===== src/rtl/pipe_stage_skid_pkg.sv =====
// Shared types for the inter-stage skid register: occupancy encoding and
// default widths used by stages that instantiate pipe_stage_skid.
package pipe_stage_skid_pkg;

  typedef enum logic [1:0] {
    EMPTY = 2'd0,
    ONE   = 2'd1,
    TWO   = 2'd2
  } pipe_occ_e;

  localparam int DEF_DATA_W = 64;
  localparam int DEF_ADDR_W = 5;
  localparam int DEF_CTRL_W = 8;
  localparam int DEF_CNT_W  = 16;

  // Number of valid entries held in a given occupancy state.
  function automatic logic [1:0] occ_count(input pipe_occ_e occ);
    case (occ)
      ONE:     occ_count = 2'd1;
      TWO:     occ_count = 2'd2;
      default: occ_count = 2'd0;
    endcase
  endfunction

endpackage


===== src/rtl/pipe_stage_skid_sat_counter.sv =====
// Saturating event counter: adds 0..2 per cycle, sticks at all-ones,
// and a synchronous clear overrides any increment in the same cycle.
module sat_counter
  import pipe_stage_skid_pkg::*;
#(
  parameter int CNT_W = DEF_CNT_W
) (
  input  logic             clk,
  input  logic             rst,
  input  logic             clr,
  input  logic [1:0]       inc,
  output logic [CNT_W-1:0] cnt
);

  logic [CNT_W:0] sum;

  // One extra bit catches the carry so the add saturates instead of wrapping.
  always_comb begin
    sum = {1'b0, cnt} + {{(CNT_W-1){1'b0}}, inc};
  end

  always_ff @(posedge clk or negedge rst) begin
    if (!rst) begin
      cnt <= '0;
    end else if (clr) begin
      cnt <= '0;
    end else if (sum[CNT_W]) begin
      cnt <= '1;
    end else begin
      cnt <= sum[CNT_W-1:0];
    end
  end

endmodule


===== src/rtl/pipe_stage_skid.sv =====
// Inter-stage pipeline register with valid/ready handshake, optional skid
// entry, synchronous flush and saturating stall/kill counters.
module pipe_stage_skid
  import pipe_stage_skid_pkg::*;
#(
  parameter int DATA_W = DEF_DATA_W,
  parameter int ADDR_W = DEF_ADDR_W,
  parameter int CTRL_W = DEF_CTRL_W,
  parameter int SKID   = 1,
  parameter int CNT_W  = DEF_CNT_W
) (
  input  logic              clk,
  input  logic              rst,
  input  logic              flush,
  input  logic              in_valid,
  output logic              in_ready,
  input  logic [CTRL_W-1:0] in_ctrl,
  input  logic [ADDR_W-1:0] in_dst,
  input  logic [DATA_W-1:0] in_data,
  output logic              out_valid,
  input  logic              out_ready,
  output logic [CTRL_W-1:0] out_ctrl,
  output logic [ADDR_W-1:0] out_dst,
  output logic [DATA_W-1:0] out_data,
  input  logic              cnt_clr,
  output logic [CNT_W-1:0]  stall_cnt,
  output logic [CNT_W-1:0]  kill_cnt
);

  pipe_occ_e         occ;
  logic              ready_q;
  logic [CTRL_W-1:0] main_ctrl;
  logic [ADDR_W-1:0] main_dst;
  logic [DATA_W-1:0] main_data;
  logic [CTRL_W-1:0] skid_ctrl;
  logic [ADDR_W-1:0] skid_dst;
  logic [DATA_W-1:0] skid_data;
  logic              in_fire;
  logic              out_fire;
  logic [1:0]        stall_inc;
  logic [1:0]        kill_inc;

  // Without a skid entry, ready must look through to downstream combinationally.
  assign in_ready  = (SKID != 0) ? ready_q : (rst && (!out_valid || out_ready));
  assign out_valid = (occ != EMPTY);
  assign in_fire   = in_valid && in_ready;
  assign out_fire  = out_valid && out_ready;

  // Zeroed dst when empty so forwarding logic sees no hazard.
  assign out_ctrl  = out_valid ? main_ctrl : '0;
  assign out_dst   = out_valid ? main_dst  : '0;
  assign out_data  = main_data;

  always_ff @(posedge clk or negedge rst) begin
    if (!rst) begin
      occ       <= EMPTY;
      ready_q   <= 1'b0;
      main_ctrl <= '0;
      main_dst  <= '0;
      main_data <= '0;
      skid_ctrl <= '0;
      skid_dst  <= '0;
      skid_data <= '0;
    end else if (flush) begin
      occ     <= EMPTY;
      ready_q <= 1'b1;
    end else begin
      ready_q <= 1'b1;
      case (occ)
        EMPTY: begin
          if (in_fire) begin
            occ       <= ONE;
            main_ctrl <= in_ctrl;
            main_dst  <= in_dst;
            main_data <= in_data;
          end
        end
        ONE: begin
          if (in_fire && out_fire) begin
            main_ctrl <= in_ctrl;
            main_dst  <= in_dst;
            main_data <= in_data;
          end else if (in_fire && (SKID != 0)) begin
            occ       <= TWO;
            ready_q   <= 1'b0;
            skid_ctrl <= in_ctrl;
            skid_dst  <= in_dst;
            skid_data <= in_data;
          end else if (out_fire) begin
            occ <= EMPTY;
          end
        end
        TWO: begin
          // Skid entry always drains through main so ordering is preserved.
          if (out_fire) begin
            occ       <= ONE;
            main_ctrl <= skid_ctrl;
            main_dst  <= skid_dst;
            main_data <= skid_data;
          end else begin
            ready_q <= 1'b0;
          end
        end
        default: begin
          occ <= EMPTY;
        end
      endcase
    end
  end

  assign stall_inc = {1'b0, out_valid && !out_ready};
  assign kill_inc  = flush ? occ_count(occ) : 2'd0;

  sat_counter #(.CNT_W(CNT_W)) u_stall_cnt (
    .clk (clk),
    .rst (rst),
    .clr (cnt_clr),
    .inc (stall_inc),
    .cnt (stall_cnt)
  );

  sat_counter #(.CNT_W(CNT_W)) u_kill_cnt (
    .clk (clk),
    .rst (rst),
    .clr (cnt_clr),
    .inc (kill_inc),
    .cnt (kill_cnt)
  );

endmodule


===== config.mk =====
export PLATFORM = sky130hd
export DESIGN_NAME = pipe_stage_skid
export DESIGN_NICKNAME = d
export VERILOG_FILES = /design/src/rtl/pipe_stage_skid_pkg.sv /design/src/rtl/pipe_stage_skid_sat_counter.sv /design/src/rtl/pipe_stage_skid.sv
export SDC_FILE = /design/constraint.sdc
export NUM_CORES = 1
export LEC_CHECK = 0
export ABC_CLOCK_PERIOD_IN_PS = 2900
export CAP_MARGIN = 10
export CELL_PAD_IN_SITES_DETAIL_PLACEMENT = 2
export CELL_PAD_IN_SITES_GLOBAL_PLACEMENT = 2
export CORE_UTILIZATION = 32
export CTS_BUF_LIST = sky130_fd_sc_hd__clkbuf_2
export DETAILED_ROUTE_END_ITERATION = 6
export PLACE_DENSITY_LB_ADDON = 0.15
export SLEW_MARGIN = 15
export SYNTH_ARGS = -nofsm -noshare
export SYNTH_HDL_FRONTEND = slang
export SYNTH_SLANG_ARGS = --single-unit

===== constraint.sdc =====
create_clock -name clk -period 2.9 [get_ports clk]
set_input_delay 0.725 -clock clk [delete_from_list [all_inputs] [get_ports clk]]
set_output_delay 0.725 -clock clk [all_outputs]
set_load 0.05 [all_outputs]

### Word-level counts from Yosys, hierarchy flattened

Index checks and enable logic that the tools add are counted.

| word-level totals | value |
|---|---|
| register bits after elaboration | 189 |
| logic and storage cells | 66 |
| output and inout bits | 111 |
| input bits | 83 |

| cells by class | value |
|---|---|
| equal/unequal tests | 9 |
| reduce and logical (&&, ||, !) cells | 11 |
| bitwise operators | 2 |
| muxes and demuxes | 32 |
| add/subtract/negate cells | 2 |

Operators with widths:

| operator | number |
|---|---|
| 64-bit two-way mux | 3 |
| 64-bit one-hot mux with 3 select lines | 1 |
| 16-bit two-way mux | 4 |
| 8-bit two-way mux | 4 |
| 8-bit one-hot mux with 3 select lines | 1 |
| 5-bit two-way mux | 4 |
| 16-bit by 1-bit adder with 17-bit output | 1 |
| 16-bit by 2-bit adder with 17-bit output | 1 |
| 5-bit one-hot mux with 3 select lines | 1 |
| 2-bit two-way mux | 7 |
| 3-bit != test (second input constant) | 3 |
| 4-bit AND reduction | 2 |
| 2-bit != test (second input constant) | 3 |
| 2-bit one-hot mux with 3 select lines | 1 |
| 5-bit AND reduction | 1 |
| 1-bit logical AND | 4 |
| 1-bit two-way mux | 4 |
| 4-bit != test (second input constant) | 1 |
| 2-bit one-hot mux with 2 select lines | 1 |
| 3-bit nonzero test | 1 |
| 2-bit by 1-bit equality test with 1-bit output (second input constant) | 1 |
| 2-bit equality test (second input constant) | 1 |
| 2-bit zero test | 1 |
| 1-bit inverter | 2 |
| other kinds (3) | 3 |

### Depth between registers and ports, before layout

| logic depth | value |
|---|---|
| depth after elaboration | 7 |
| depth in mapped cells | 11 |
| gate-level depth less buffers | 10 |

### Modules after synthesis

A second synthesis with hierarchy kept.

| second synthesis, totals | value |
|---|---|
| cell total of the unflattened synthesis | 630 |
| area total of the unflattened synthesis | 8932.3 um^2 |

Modules (own cells, without submodules):

| module | cells each | seq. area each (um^2) | area an instance (um^2) | times used |
|---|---|---|---|---|
| pipe_stage_skid | 462 | 3928.8 | 7148.1 | 1 |
| sat_counter | 84 | 400.4 | 892.1 | 2 |

### Least setup slack after synthesis

No wires, ideal clock.

| path | value |
|---|---|
| path type | input -> register |
| start point | in flush |
| end point | reg u_kill_cnt.cnt[10] |
| path buffers | 2 |
| stages | 10 |
| library setup time | 0.078 ns |
| slack | 0.031 ns |
| required time | 2.822 ns |
| data arrival time | 2.791 ns |
| path through | clkbuf_1 -> and2_1 -> ha_1 -> inv_1 -> fa_1 -> nand3b_1 -> nor4_4 -> nand3_1 -> buf_2 -> a21oi_1 |

| between the ends | value |
|---|---|
| longest elaborated chain between the ends | 4 |

RTL lines:

| item | line | text |
|---|---|---|
| start, declared | pipe_stage_skid.sv:14 | `input logic flush,` |
| 2-bit two-way mux | pipe_stage_skid.sv:112 | `assign kill_inc = flush ? occ_count(occ) : 2'd0;` |
| 16-bit by 2-bit adder with 17-bit output | pipe_stage_skid_sat_counter.sv:19 | `sum = {1'b0, cnt} + {{(CNT_W-1){1'b0}}, inc};` |
| 16-bit two-way mux | pipe_stage_skid_sat_counter.sv:27 | `end else if (sum[CNT_W]) begin` |
| 16-bit two-way mux | pipe_stage_skid_sat_counter.sv:25 | `end else if (clr) begin` |
| end signal, assigned | pipe_stage_skid_sat_counter.sv:30 | `cnt <= sum[CNT_W-1:0];` |
| end, declared | pipe_stage_skid_sat_counter.sv:12 | `output logic [CNT_W-1:0] cnt` |

Every way passes these cells.
A chain may end at the register's enable or synchronous reset.

### Worst setup path in the final report

| path | value |
|---|---|
| start point | reg main_data[52], in the netlist out_data[52] |
| end point | out out_data[52] |

RTL lines:

| item | line | text |
|---|---|---|
| start, declared | pipe_stage_skid.sv:34 | `logic [DATA_W-1:0] main_data;` |
| start signal, assigned | pipe_stage_skid.sv:75 | `main_data <= in_data;` |
| start signal, assigned | pipe_stage_skid.sv:82 | `main_data <= in_data;` |
| start signal, assigned | pipe_stage_skid.sv:99 | `main_data <= skid_data;` |
| end, declared | pipe_stage_skid.sv:24 | `output logic [DATA_W-1:0] out_data,` |

No word-level cell between the ends.

==> metrics.md <==
| Metric | Value |
|---|---|
| Run status | `finished clean` |
| I/O pin count | `between 150 and 200` |
| Vias post-DR | `5909` |
| Worst EP required | `2.17 ns` |
| Count of buffers inserted at the top-level ports | `about 190` |
| Setup Crit Path Kind | `reg -> out` |
| Yosys cell types | `45` |
| Global-route wire length before repair | `39700 microns` |
| Tcrit/Tclk final | `95.6%` |
| Clock sink count | `189` |
| Critical Path Fanout Max | `2` |
| Post-layout minimum cycle time | `2.77 ns` |
| Reg2Reg Capture Point | `u_kill_cnt.cnt[14]` |
| Clock tree from TritonCTS | `done` |
| Overflow after GRT | `0` |
| Part of the total power dissipated in the clock network | `12.7%` |
| Sum of net half-perimeters after detailed placement | `around 17000 microns` |
| Worst Reg2Reg Path Length in Cells | `11` |
| Avg Cell Area, Syn | `14.0 sq um` |
| Critical path startpoint | `out_data[52]` |
| Final Hold Violating Endpoints | `0` |
| Total wire length | `approximately 24000 microns` |
| Buf+Inv Stages, Crit Path | `1` |
| Cell area after synthesis | `a little under 9000 sq um` |
| Initial core utilization | `32.6%` |
| DR WL/cell | `between 15 and 20 microns` |
| FF+latch count, synth | `between 150 and 200` |
| Internal power | `between 6000 and 7000 uW` |
| CP Depth | `1` |
| PnR Total Power | `11600 uW` |
| Synth top area share | `53.8%` |
| Predominant post-synthesis flop cell | `sky130_fd_sc_hd__dfrtp_1` |
| Final setup fails | `0` |
| Cell chosen for the clock root | `sky130_fd_sc_hd__clkbuf_2` |
| Capturing element of the worst setup path | `out_data[52]` |
| Max rail drop VDD | `515 uV` |
| EDFF count, synth | `0` |
| DRC violations left | `0` |
| Max stage delay on crit path | `approximately 0.83 ns` |
| Number of placed instances with taps included | `between 1000 and 1500` |
| Post-CTS clock slew at the launch and capture registers of the worst setup and hold paths | `0.35 ns` |
| Cell taking the most area after synthesis | `sky130_fd_sc_hd__dfrtp_1` |
| Floorplan die area | `28100 sq um` |
| Worst Max-Slew Pin Slew | `0.664 ns` |
| Number of antenna violations at the first check in global routing | `2` |
| Height of the die | `roughly 170 microns` |
| Antenna-violating nets left | `0` |
| Die span in x | `168 microns` |
| CP startpoint kind | `flip-flop` |
| Count leader, synth | `sky130_fd_sc_hd__mux2_2` |
| Site Rows | `60` |
| Drt via density | `roughly 4.9` |
| Worst-path cell with the longest stage delay | `sky130_fd_sc_hd__clkdlybuf4s50_1` |
| Share of total power in combinational logic | `roughly half` |
| Worst-skew pair later-pin latency | `0.81 ns` |
| Number of violations reported at the end of detailed-routing iteration 0 | `212` |
| Longest Clk Path Bufs | `2` |
| Ratio of cells with drive above 1 in the final layout | `a little under two fifths` |
| Type of destination of the critical path | `output port` |
| Max Slew Vio Count | `0` |
| Placeable core region | `27000 sq um` |
| Final Wtd Congestion | `0.774` |
| Number of global-route vias before repair | `slightly below 7000` |
| Switching power | `~5000 uW` |
| Tightest slew margin relative to the limit | `55.8%` |
| Register-to-register path setup slack | `between 0.3 and 0.4 ns` |
| Fraction of the yosys area taken by sequential cells | `between 50% and 60%` |
| Total number of nets in the final design | `slightly above 900` |
| Source of the worst register-to-register timing path | `occ[0]` |
| Static Leak | `0.00525 uW` |
| Cell Count, Final, Fillers Out | `between 1000 and 1500` |
| Number of max-capacitance violations reported | `0` |
| Crit-path cells | `clkdlybuf4s50_1` |
| Kind of path behind the tightest hold check | `in -> async` |
| Number of buffers inserted during clock tree synthesis | `17` |
| P per Cell Area | `999 nW/um^2` |
| Growth of design area from synthesis to finish | `32.5%` |
| Post-Syn Nets | `722` |
| Cell types occupying the most area after synthesis | `sky130_fd_sc_hd__dfrtp_1 54%, sky130_fd_sc_hd__mux2_2 25%, sky130_fd_sc_hd__mux2_4 5.1%, sky130_fd_sc_hd__xnor2_1 1.7%, sky130_fd_sc_hd__a21oi_1 1.5%` |
| Number of instances in the synthesized netlist | `roughly 630` |
| Arrival time of data at the critical path endpoint | `2.05 ns` |
| Iteration count of the initial detailed-routing pass | `4` |
| Overall Global Routing Usage | `between 10% and 20%` |
| Leading post-synthesis cells by instance count | `195 x sky130_fd_sc_hd__mux2_2, 189 x sky130_fd_sc_hd__dfrtp_1, 30 x sky130_fd_sc_hd__mux2_4` |
| Post-synthesis async set-or-reset flop share | `between 90% and 100%` |
| Proportion of power drawn by flip-flops and latches | `37.3%` |
| Worst clock skew on the final layout | `0.0689 ns` |
| Achievable clock frequency | `between 300 and 400 MHz` |
| Maximum number of pins on one net before global-route repair | `73` |
| Yosys warns | `0` |
| Final-layout fill cell count | `2661` |
| Htree depth | `4` |
| Switching fraction of total power | `between 40% and 50%` |
| Critical path's top delay family | `buffers and inverters` |
## timing repair
action / 4_1_cts / 5_1_grt
gates resized for setup: 42 / 41
buffers inserted: 2 / 1
hold buffers: 1 / 0
endpoints found under the setup margin: 47 / 47
hold endpoints to repair: 67 / 0
## power by group through the flow
stage / clock [uW] / combinational, uW / sequential, uW
after floorplan: 0 / 2380 / 5900
after global placement: 0 / 5680 / 4310
after detailed placement: 0 / 5850 / 4430
after CTS: 1570 / 5910 / 4360
after global routing: 1650 / 6150 / 4500
final: 1470 / 5820 / 4330
## routing by layer
layer  track usage (%)  share of wire (%)  vias up
met5                 0              0.046        -
met4              4.59                1.0        2
met3              4.16                3.9       16
met2              33.3                 54      125
met1              21.2                 41     3093
li1                  -                  -     2673
## per-stage QoR
stage / util (%) / setup slack [ns] / area [sq um] / TNS (ns) / hold slack, ns
CTS: 42.8 / 0.00122 / 11500 / 0 / 0.378
global placement: 41.7 / -0.154 / 11200 / -1.86 / 0.463
finish: 43.2 / 0.127 / 11600 / 0 / 0.413
floorplan: - / 0.0312 / 8790 / 0 / 0.429
detailed placement: 41.7 / -0.302 / 11200 / -3.26 / 0.482
global route: 43.2 / -0.00473 / 11600 / -0.00473 / 0.362
## cells in the final DEF (no fill, tap or decap), drive strengths merged, types with 2 or more instances in the layout
master           n
clkdlybuf4s50  112
mux2           231
dfrtp          189
nor2b           16
xnor2           17
a211o            2
nor3             9
ha               9
a211oi           4
nand3            9
and4             2
a31oi            2
a21oi           27
a31o             2
xor2             2
o21ai            3
and3             3
clkbuf          18
nand4            6
inv             21
clkinv           6
diode            2
nand3b           3
nor4             6
dlygate4sd2     33
nor2            14
and2             2
buf             47
dlymetal6s2s    33
nand2           12
## area by class of cell
cell class,instances,area [sq um],area share (%)
Inverter,13,48.8,0.419
Sequential cell,189,4730,40.6
Antenna cell,2,5.00,0.0430
Tap cell,341,427,3.66
Timing Repair Buffer,227,2300,19.7
Clock inverter,15,193,1.66
Multi-Input combinational cell,394,3860,33.1
Clock buffer,17,85.1,0.731
## sequential cells by signal, indices dropped and copies added, names as in the netlist
register	cells
skid_data	64
occ	2
skid_ctrl	8
skid_dst	5
u_kill_cnt.cnt	16
main_dst	5
u_stall_cnt.cnt	16
main_ctrl	8
in_ready	1
out_data	64
## worst min-delay path by stage
stage / slack [ns] / from / depth (start not counted) / endpoint
after global placement: 0.46 / skid_ctrl[3] / 1 / skid_ctrl[3]
after floorplan: 0.43 / rst / 0 / in_ready
after CTS: 0.38 / rst / 2 / u_stall_cnt.cnt[4]
after detailed placement: 0.48 / skid_ctrl[3] / 1 / skid_ctrl[3]
final: 0.41 / rst / 2 / u_stall_cnt.cnt[5]
after global routing: 0.36 / rst / 2 / u_kill_cnt.cnt[8]
## cells by family (layout without fill, tap and decap cells)
kind of cell	count (synthesis)	in the layout	synth area share (%)
AOI/OAI and AO/OA	48	48	3.37
xor gates and xnor gates	19	19	1.89
buffers and inverters	46	272	2.75
adders and majority gates	10	10	1.51
and+or+nand+nor	85	85	5.65
other	0	2	0
DFF	189	189	53.8
muxes	232	232	31.0
(Power assumes the default switching activity.)
